$ cat config.mk
export PLATFORM = sky130hd
export DESIGN_NAME = i2c_slave
export DESIGN_NICKNAME = d
export VERILOG_FILES = /design/src/rtl/i2c_slave.sv
export SDC_FILE = /design/constraint.sdc
export NUM_CORES = 1
export LEC_CHECK = 0
export CAP_MARGIN = 20
export CORE_ASPECT_RATIO = 0.8
export CORE_MARGIN = 3
export CORE_UTILIZATION = 45
export CTS_CLUSTER_SIZE = 25
export DETAILED_ROUTE_END_ITERATION = 12
export PLACE_DENSITY = 0.7
export SLEW_MARGIN = 20
export SYNTH_ARGS = -nofsm -noshare
export SYNTH_HDL_FRONTEND = slang
export SYNTH_SLANG_ARGS = --single-unit
$ cat constraint.sdc
create_clock -name clk -period 2.5 [get_ports clk]
set_input_delay 0.625 -clock clk [delete_from_list [all_inputs] [get_ports clk]]
set_output_delay 0.625 -clock clk [all_outputs]
set_load 0.005 [all_outputs]
$ cat src/rtl/i2c_slave.sv
// i2c_slave: I2C target with 2-flop synchronised SCL/SDA, LSB-first bytes, ACK generation and read shifting.
// Define I2C_SLAVE_GENERAL_CALL_EN to also accept the general-call address byte 8'h00 as a write.
module i2c_slave #(
   parameter logic [6:0] SLAVE_ADDR = 7'h52
) (
   input  logic       clk,
   input  logic       rst,
   input  logic       sclk,
   input  logic       sda_in,
   output logic       sda_out,
   input  logic [7:0] tx_data,
   output logic       tx_req,
   output logic [7:0] rx_data,
   output logic       rx_valid,
   output logic       busy,
   output logic [2:0] state
);
   typedef enum logic [2:0] {
      IDLE     = 3'd0,
      ADDR     = 3'd1,
      ADDR_ACK = 3'd2,
      RX       = 3'd3,
      RX_ACK   = 3'd4,
      TX       = 3'd5,
      TX_ACK   = 3'd6,
      IGNORE   = 3'd7
   } state_t;

   state_t     state_q, state_d;
   logic [1:0] scl_sync_q, scl_sync_d, sda_sync_q, sda_sync_d;
   logic       scl_prev_q, scl_prev_d, sda_prev_q, sda_prev_d;
   logic [2:0] bit_cnt_q, bit_cnt_d;
   logic [7:0] shift_q, shift_d;
   logic [7:0] rx_data_q, rx_data_d;
   logic       rx_valid_q, rx_valid_d, tx_req_q, tx_req_d;
   logic       busy_q, busy_d, sda_out_q, sda_out_d;

   logic       scl_s, sda_s, scl_rise, scl_fall, start_det, stop_det, addr_hit;
   logic [7:0] byte_in;

   assign scl_s     = scl_sync_q[1];
   assign sda_s     = sda_sync_q[1];
   assign scl_rise  = scl_s & ~scl_prev_q;
   assign scl_fall  = ~scl_s & scl_prev_q;
   assign start_det = scl_s & scl_prev_q & sda_prev_q & ~sda_s;
   assign stop_det  = scl_s & scl_prev_q & ~sda_prev_q & sda_s;
   assign byte_in   = {sda_s, shift_q[7:1]};

`ifdef I2C_SLAVE_GENERAL_CALL_EN
   assign addr_hit = (byte_in[7:1] == SLAVE_ADDR) || (byte_in == 8'h00);
`else
   assign addr_hit = (byte_in[7:1] == SLAVE_ADDR);
`endif

   always_comb begin
      // NOTE: every *_d gets a default first so no path can infer a latch.
      scl_sync_d = {scl_sync_q[0], sclk};
      sda_sync_d = {sda_sync_q[0], sda_in};
      scl_prev_d = scl_s;
      sda_prev_d = sda_s;
      state_d    = state_q;
      bit_cnt_d  = bit_cnt_q;
      shift_d    = shift_q;
      rx_data_d  = rx_data_q;
      rx_valid_d = 1'b0;
      tx_req_d   = 1'b0;
      busy_d     = busy_q;
      sda_out_d  = sda_out_q;

      if (stop_det) begin
         state_d   = IDLE;
         bit_cnt_d = 3'd0;
         busy_d    = 1'b0;
         sda_out_d = 1'b1;
      end else if (start_det) begin
         state_d   = ADDR;
         bit_cnt_d = 3'd0;
         sda_out_d = 1'b1;
      end else begin
         case (state_q)
            ADDR, RX: begin
               if (scl_rise) begin
                  shift_d   = byte_in;
                  bit_cnt_d = bit_cnt_q + 3'd1;
                  if (bit_cnt_q == 3'd7) begin
                     if (state_q == RX) begin
                        rx_data_d  = byte_in;
                        rx_valid_d = 1'b1;
                        state_d    = RX_ACK;
                     end else if (addr_hit) begin
                        state_d = ADDR_ACK;
                        busy_d  = 1'b1;
                     end else begin
                        state_d   = IGNORE;
                        sda_out_d = 1'b1;
                     end
                  end
               end
            end
            // First SCL fall pulls ACK low, the second ends the ACK bit.
            ADDR_ACK, RX_ACK: begin
               if (scl_fall) begin
                  if (sda_out_q) begin
                     sda_out_d = 1'b0;
                  end else if (state_q == ADDR_ACK && shift_q[0]) begin
                     state_d   = TX;
                     shift_d   = tx_data;
                     tx_req_d  = 1'b1;
                     sda_out_d = tx_data[0];
                  end else begin
                     state_d   = RX;
                     sda_out_d = 1'b1;
                  end
               end
            end
            TX: begin
               if (scl_fall) sda_out_d = shift_q[bit_cnt_q];
               if (scl_rise) begin
                  bit_cnt_d = bit_cnt_q + 3'd1;
                  if (bit_cnt_q == 3'd7) state_d = TX_ACK;
               end
            end
            TX_ACK: begin
               if (scl_fall) sda_out_d = 1'b1;
               if (scl_rise) begin
                  if (!sda_s) begin
                     state_d  = TX;
                     shift_d  = tx_data;
                     tx_req_d = 1'b1;
                  end else begin
                     state_d = IGNORE;
                  end
               end
            end
            IGNORE:  sda_out_d = 1'b1;
            default: ;
         endcase
      end
   end

   always_ff @(posedge clk or posedge rst) begin
      if (rst) begin
         scl_sync_q <= 2'b11;
         sda_sync_q <= 2'b11;
         scl_prev_q <= 1'b1;
         sda_prev_q <= 1'b1;
         state_q    <= IDLE;
         bit_cnt_q  <= 3'd0;
         shift_q    <= 8'h00;
         rx_data_q  <= 8'h00;
         rx_valid_q <= 1'b0;
         tx_req_q   <= 1'b0;
         busy_q     <= 1'b0;
         sda_out_q  <= 1'b1;
      end else begin
         scl_sync_q <= scl_sync_d;
         sda_sync_q <= sda_sync_d;
         scl_prev_q <= scl_prev_d;
         sda_prev_q <= sda_prev_d;
         state_q    <= state_d;
         bit_cnt_q  <= bit_cnt_d;
         shift_q    <= shift_d;
         rx_data_q  <= rx_data_d;
         rx_valid_q <= rx_valid_d;
         tx_req_q   <= tx_req_d;
         busy_q     <= busy_d;
         sda_out_q  <= sda_out_d;
      end
   end

   assign sda_out  = sda_out_q;
   assign tx_req   = tx_req_q;
   assign rx_data  = rx_data_q;
   assign rx_valid = rx_valid_q;
   assign busy     = busy_q;
   assign state    = state_q;
endmodule

# Word-level counts from Yosys, hierarchy flattened
# Index checks and enable logic that the tools add are counted.
# word_totals
regBits,32
input_bits,12
output_inout_bits,15
wordCells,134
# op_classes
n_addsub,1
order_cmp,1
n_eq_ne,28
n_mux,60
bitwise,13
reduce_logical,19
# op_table
operator,count
$mux 3,16
$mux 8,6
$ne 4x4->1 const B,11
$mux 1,32
$pmux 8 s3,1
$reduce_and 8->1,2
$eq 3x3->1 const B,5
$ne 2x2->1 const B,7
$pmux 3 s4,1
$reduce_and 6->1,2
$reduce_and 9->1,1
$reduce_bool 3->1,3
$reduce_bool 2->1,4
$and 1x1->1,7
$eq 7x7->1 const B,1
$reduce_bool 7->1,1
$eq 3x2->1 const B,2
$not 1->1,6
$reduce_bool 6->1,1
$pmux 1 s5,1
$lt 3x4->1 const B,1
$reduce_or 2->1,2
$add 3x1->3 const B,1
$bmux 1 s3,1
7 further kinds,7

# Logic depth before layout (Yosys ltp)
# Gate-level depths: netlist of the first run.
# depth
ltp_word,8
ltp_mapped,7
ltp_nobuf,7

# Worst setup path after synthesis of the first run
# Ideal clock, no wire load.
# synth_path
path_type,register to register
startpoint,register bit_cnt_q[1]
endpoint,"register state_q[0], in the netlist state[0]"
setup_time_ns,0.125
arrival_time_ns,1.811
required_ns,2.375
path_slack_ns,0.564
path_stages_with_launch,8
path_buffers,0
synth_period_minus_slack_ns,1.936
cell_sequence,dfrtp_1 ha_1 ha_1 and3b_1 o21a_1 o32ai_4 o21ai_2 mux2_4
# synth_between
elab_chain_cells,3
word_cells_on_any_way,4
cone_classes,eq/ne (3); reduce/logical (1)
# synth_rtl
item,line,rtl
start: declaration,32,"logic [2:0] bit_cnt_q, bit_cnt_d;"
start signal: assignment,161,bit_cnt_q <= bit_cnt_d;
$eq 3x3->1 *,"85, 120",
$ne 4x4->1 (no line),--,
$reduce_and 8->1 (no line) *,--,
end signal: assignment,160,state_q <= state_d;
end: declaration,29,"state_t state_q, state_d;"
# Every way passes the cells marked *; elsewhere a longest branch is shown, timed or not.
# A chain may end at the register's enable or synchronous reset.

# Worst setup path after layout of the first run
# Same ends and word-level chain as after synthesis.

==> results.md, run 1 <==
- Sequential cell area: 810 sq um
- Hold EP: sda_sync_q[1]
- Post-CTS setup buffer count: 0
- Setup crit end kind: flop
- DR WL/cell: 16.6 um
- Vias in the first global route: 1246
- CP Depth: 7
- Crit path DAT: 2280 ps
- Final max-slew violation count: 0
- Max-cap violations: 0
- R2r startpoint: bit_cnt_q[1]
- Hold path start: sda_sync_q[0]
- Via density: 5.77
- Fin crit share: 0.847
- Most common cell after layout, fill and taps aside: clkdlybuf4s50_1
- Main synth FF type: dfrtp_1
- Die W: 75.4 um
- Number of gates resized after cts: 0
- Antenna violation net count after detailed routing: 0
- WS Path Type: reg -> reg
- H-tree depth: 2
- CTS Sinks: 32
- DR iter-0 viols: 114
- Int Power: 1.51 mW
- First-pass DRT Iterations: 4
- Maximum clock path buffer count: 2
- CP max stage cell: dfrtp_1
- IR Drop Worst-Case VDD: 399 uV
- Vias: 1258
- Fin Setup TNS: 0 ps
- Logic gate share of total power: 0.436
- Tot GR Track Use: 0.181
- Fraction of layout cells with a size suffix above 1: 0.261
- Crit-path most repeated cell: ha_1
- Cell leakage power: 0.925 nW
- NetSw: 0.864 mW
- Commonest non-fill, non-tap cells in the layout: clkdlybuf4s50_1 (26), dfrtp_1 (25), mux2_4 (9), mux2_2 (9)
- Hold Fails Final Rpt: 0
- Core Area: 3570 sq um
- Initial Utilization: 0.487
- Reg2reg path depth: 7
- Number of I/O pins: 27
- Worst-path fanout max: 4
- Largest net degree at the start of global routing: 30
- Worst Path Buf+Inv: 0
- CTS tree: built
- Inserted Diodes: 0
- Crit path time final: 2120 ps
- # nets final: 189
- Multi-input logic area: 862 sq um
- Post-DP HPWL: 2600 um
- Clock Skews: 8.01 ps
- Rows: 19
- I/O Buffers: 26
- Synth Area per Inst: 12.0 sq um
- Dpl cell area: 2040 sq um
- Cts bufs inserted: 5
- Reg2reg end: state[0]
- Cell area after layout: 2160 sq um
- Setup violators final: 0
- Register area share after synthesis: 0.466
- PwrDens: 1100 nW/um^2
- Worst slew margin: 0.654
- RSZ-0062 raised after global routing: no
- Area Overhead vs Synth: 24.2%
- Worst-path clk slew: 70 ps
- Distinct cells, synth: 46
- Cell area after synthesis: 1740 sq um
- DRC viols: 0
- Synth Instances: 145
- R2R Setup Slk: 380 ps
- Worst slew pin tran: 516 ps
- Flop pwr share: 0.357
- Ys async rst share: 1.00
- Sw Share: 0.363
- First-pass GRT wire length: 6250 um
- Clock network fraction of total power: 0.208
- Tightest Hold Check Type: reg -> reg
- Area of the die: 4640 sq um
- Crit-path cells: ha_1, ha_1, and3b_1, o21a_1, o32ai_4, o21ai_2, mux2_4
- Fillers: 285
- Required time worst endpoint: 2660 ps
- Status: finished, final reports clean
- Post-synthesis net count: 159
- Hold-fix buffers, CTS: 0
- Fmax: 472 MHz
- Initial antenna violation count: 0
- GPL Wtd Cong: 0.876
- Crit path max-delay family: compound AO/OA/AOI/OAI gates
- Worst Hold Path Cells: 0
- Worst setup SP type: flop
- Synth area leaders: dfrtp_1 (36%), dfstp_2 (11%), mux2_4 (7.8%)
- Yosys warnings: 0
- Synth Register Bits: 32
- DIE HEIGHT: 61.5 um
- Cell taking the most area after synthesis: dfrtp_1
- Post-synth EDFFs: 0
- Root buffer cell: clkbuf_8
- Clock latency on the worst-skew pair: 280 ps
- Final WL: 3620 um
- Share of the synthesized area in the top cell type: 0.360
- Max incr delay on CP: 440 ps
- Total gr overflow: 0
==> state kept, by name, indices dropped and copies added, names as in the netlist <==
register,count
bit_cnt_q,3
busy,1
rx_data,8
rx_valid,1
scl_prev_q,1
scl_sync_q,2
sda_out,1
sda_prev_q,1
sda_sync_q,2
shift_q,8
state,3
tx_req,1
==> synthesized netlist by cell type (3+ instances only) <==
cell type  number
o21a_1          3
a21oi_1         8
nand2b_1        3
inv_1           6
dfrtp_1        25
nand3_1         3
nand2_1         7
mux2_2          9
clkbuf_1        3
mux2_4          9
dfstp_2         7
nor2_1          8
buf_2           3
mux2_1          8
o21ai_0         3
nor3_1          4
==> final cells by class <==
cell class | count | share of cell area
inverters | 6 | 0.0104
flip-flops and latches | 32 | 0.376
well taps | 42 | 0.0244
multi-input cells | 99 | 0.400
clock buffers | 5 | 0.0319
repair buffers | 31 | 0.138
clock inverters | 3 | 0.0197
==> worst max-delay path by stage <==
stage            startpoint  endpoint  slack, ps
4_1_cts            state[0]  state[0]        400
6_report       bit_cnt_q[1]  state[0]        380
3_3_place_gp   bit_cnt_q[1]  state[0]        430
2_1_floorplan  bit_cnt_q[1]  state[0]        560
5_1_grt        bit_cnt_q[0]  state[0]        250
3_5_place_dp   bit_cnt_q[1]  state[0]        430
==> metrics by stage <==
stage	power, mW	cells	worst slack (ps)	utilization	hold WS, ps
6_report	2.38	218	381	0.605	357
5_1_grt	2.55	218	248	0.605	365
4_1_cts	2.39	218	403	0.605	358
3_5_place_dp	1.88	210	427	0.573	347
3_3_place_gp	1.86	210	425	0.573	347
2_1_floorplan	1.61	145	564	-	345
==> power by group through the flow <==
stage                     Combinational [mW]  Sequential, mW  Clock, mW
after CTS                               1.04           0.843      0.507
final                                   1.04           0.848      0.494
after global routing                    1.15           0.877      0.527
after global placement                  1.01           0.845          0
after floorplan                        0.838           0.772          0
after detailed placement                1.03           0.852          0
==> cells by family after synthesis <==
group | Yosys count | synth area share
compound gates | 28 | 0.120
xor+xnor | 1 | 0.00505
fa+ha+maj | 3 | 0.0202
buf+inv | 14 | 0.0368
flops | 32 | 0.466
mux | 29 | 0.220
simple gates | 38 | 0.132
==> metal layers <==
| layer | track usage | routed length, um | vias up |
|---|---|---|---|
| met2 | 0.253 | 1560 | 51 |
| met3 | 0.0571 | 256 | 4 |
| met1 | 0.269 | 1780 | 615 |
| met5 | 0 | 0 | - |
| li1 | - | - | 588 |
| met4 | 0.0499 | 19 | 0 |
No activity file was read; power rests on OpenSTA's default activity.
==> inputs of run 2 (changes only) <==
--- a/config.mk
+++ b/config.mk
@@ -11,7 +11,7 @@
 export CORE_UTILIZATION = 45
 export CTS_CLUSTER_SIZE = 25
 export DETAILED_ROUTE_END_ITERATION = 12
-export PLACE_DENSITY = 0.7
+export PLACE_DENSITY = 0.72
 export SLEW_MARGIN = 20
 export SYNTH_ARGS = -nofsm -noshare
 export SYNTH_HDL_FRONTEND = slang
==> constraint.sdc (replaced) <==
create_clock -name clk -period 1.8 [get_ports clk]
set_input_delay 0.45 -clock clk [delete_from_list [all_inputs] [get_ports clk]]
set_output_delay 0.45 -clock clk [all_outputs]
set_load 0.005 [all_outputs]
==> run 2 against run 1 <==
Against the previous run:
- the run now ends with negative setup slack left
- via count up 8.0%
- final area up 15%
- non-clock buffer count up 28
- total power up 65%
- clock skew down 0.57 ps
- clock power up 36%
- hold slack worse by 1.1 ps
- largest power group unchanged
==> results.md, run 2 (synthesis gave the netlist of run 1 again) <==
- Setup crit end kind: flop
- Via density: 5.52 (-4.3%)
- Worst slew margin: 0.732 (+0.0783)
- Final WL: 4240 um (+17%)
- Clock Skews: 7.44 ps (-0.571 ps)
- Tot GR Track Use: 0.200 (+0.0186)
- Setup ws final: -103 ps (-484 ps)
- PwrDens: 1580 nW/um^2 (+43%)
- Worst-path clk slew: 70 ps (about the same)
- Area Overhead vs Synth: 43.4%
- Crit path time final: 1900 ps (-216 ps)
- Commonest non-fill, non-tap cells in the layout: buf_4 (29), clkdlybuf4s50_1 (26), dfrtp_1 (25), mux2_4 (17), mux2_2 (9)
- Core Area: 3570 sq um (unchanged)
- Final max-slew violation count: 0 (unchanged)
- Largest net degree at the start of global routing: 33 (+10%)
- Initial Utilization: 0.487 (unchanged)
- Hold Fails Final Rpt: 0 (unchanged)
- IR Drop Worst-Case VDD: 917 uV (+130%)
- Status: finished with violations
- Violated checks: negative setup slack
- Maximum clock path buffer count: 2 (unchanged)
- # nets final: 217 (+15%)
- I/O Buffers: 26 (unchanged)
- Rows: 19 (unchanged)
- Cts bufs inserted: 5 (unchanged)
- Crit path DAT: 2070 ps (-210 ps)
- Area of the die: 4640 sq um (unchanged)
- GPL Wtd Cong: 0.901 (+2.8%)
- Tot Pwr: 3.93 mW (+65%)
- Post-DP HPWL: 2940 um (+13%)
- DR WL/cell: 17.2 um (+3.8%)
- Clock latency on the worst-skew pair: 280 ps (about the same)
- Post-layout util: 0.698 (+0.0933)
- Total gr overflow: 0 (unchanged)
- First-pass DRT Iterations: 4 (unchanged)
- Worst slew pin tran: 401 ps (-114 ps)
- Initial antenna violation count: 0 (unchanged)
- Max-cap violations: 0 (unchanged)
- Number of I/O pins: 27 (unchanged)
- H-tree depth: 2 (unchanged)
- Tightest Hold Check Type: reg -> reg
- Die W: 75.4 um (unchanged)
- Vias in the first global route: 1344 (+7.9%)
- Cell leakage power: 1.12 nW (+21%)
- Root buffer cell: clkbuf_8
- Fraction of layout cells with a size suffix above 1: 0.436 (+0.175)
- WS Path Type: reg -> reg
- Inserted Diodes: 0 (unchanged)
- CTS tree: built
- Hold-fix buffers, CTS: 0 (unchanged)
- Worst-path fanout max: 3 (-1)
- RSZ-0062 raised after global routing: yes
- Fin Setup TNS: -688 ps (-688 ps)
- DR iter-0 viols: 69 (-39%)
- Required time worst endpoint: 1970 ps (-690 ps)
- Setup violators final: 11 (+11)
- Worst setup SP type: flop
- DIE HEIGHT: 61.5 um (unchanged)
- Antenna violation net count after detailed routing: 0 (unchanged)
- Vias: 1359 (+8.0%)
- Fmax: 526 MHz (+11%)
- First-pass GRT wire length: 6730 um (+7.7%)
- DRC viols: 0 (unchanged)
- CTS Sinks: 32 (unchanged)
- Fin crit share: 1.06 (+0.210)
- Most common cell after layout, fill and taps aside: buf_4
## run 2: timing repair
item,4_1_cts,5_1_grt
endpoints found under the setup margin,12,12
pin swaps,5,3
endpoints found under the hold margin,0,0
resized for setup,7,12
setup buffers,7,1
## run 2: layout make-up
type / count / area, sq um
Multi-Input combinational cell: 99 / 947
Timing Repair Buffer: 59 / 549
Sequential cell: 32 / 810
Inverter: 6 / 22.5
Clock inverter: 2 / 35.0
Fill cell: 257 / 1080
Clock buffer: 6 / 72.6
Tap cell: 42 / 52.6
## run 2: per-layer routing
metal | routed length [um] | GRT usage | vias to the layer above
met1 | 2020 | 0.291 | 674
li1 | - | - | 643
met5 | 0 | 0 | -
met4 | 68 | 0.0723 | 0
met3 | 176 | 0.0457 | 6
met2 | 1970 | 0.290 | 36
## run 2: worst paths after layout
path,from,depth (start not counted),end,slack [ps]
max reg2reg,bit_cnt_q[0],7,state[0],-100
min reg2reg,sda_sync_q[0],0,sda_sync_q[1],360
max in group asynchronous,rst,3,sda_out,920
min,sda_sync_q[0],0,sda_sync_q[1],360
min in group asynchronous,rst,3,state[0],560
max,bit_cnt_q[0],7,state[0],-100
## run 2: worst max-delay path: stages, from the launching register on
cell and delay [ps]:
dfrtp_1 390, ha_2 210, ha_4 160, and3b_2 220, o21a_1 220, o32ai_4 230
o21ai_2 80, mux2_4 290
## run 2: per-stage QoR
stage	hold slack [ps]	area [sq um]	instances	worst slack, ps
after floorplan	345	1740	145	-91.6
after global placement	346	2230	230	-77.3
after detailed placement	347	2230	230	-125
after CTS	357	2430	245	-74.9
after global routing	359	2490	246	-150
final	356	2490	246	-103
## run 2: power by group
| group | total, mW | switching, mW | internal [mW] |
|---|---|---|---|
| registers | 1.13 | 0.216 | 0.913 |
| logic | 2.13 | 0.885 | 1.25 |
| clock network | 0.670 | 0.260 | 0.410 |
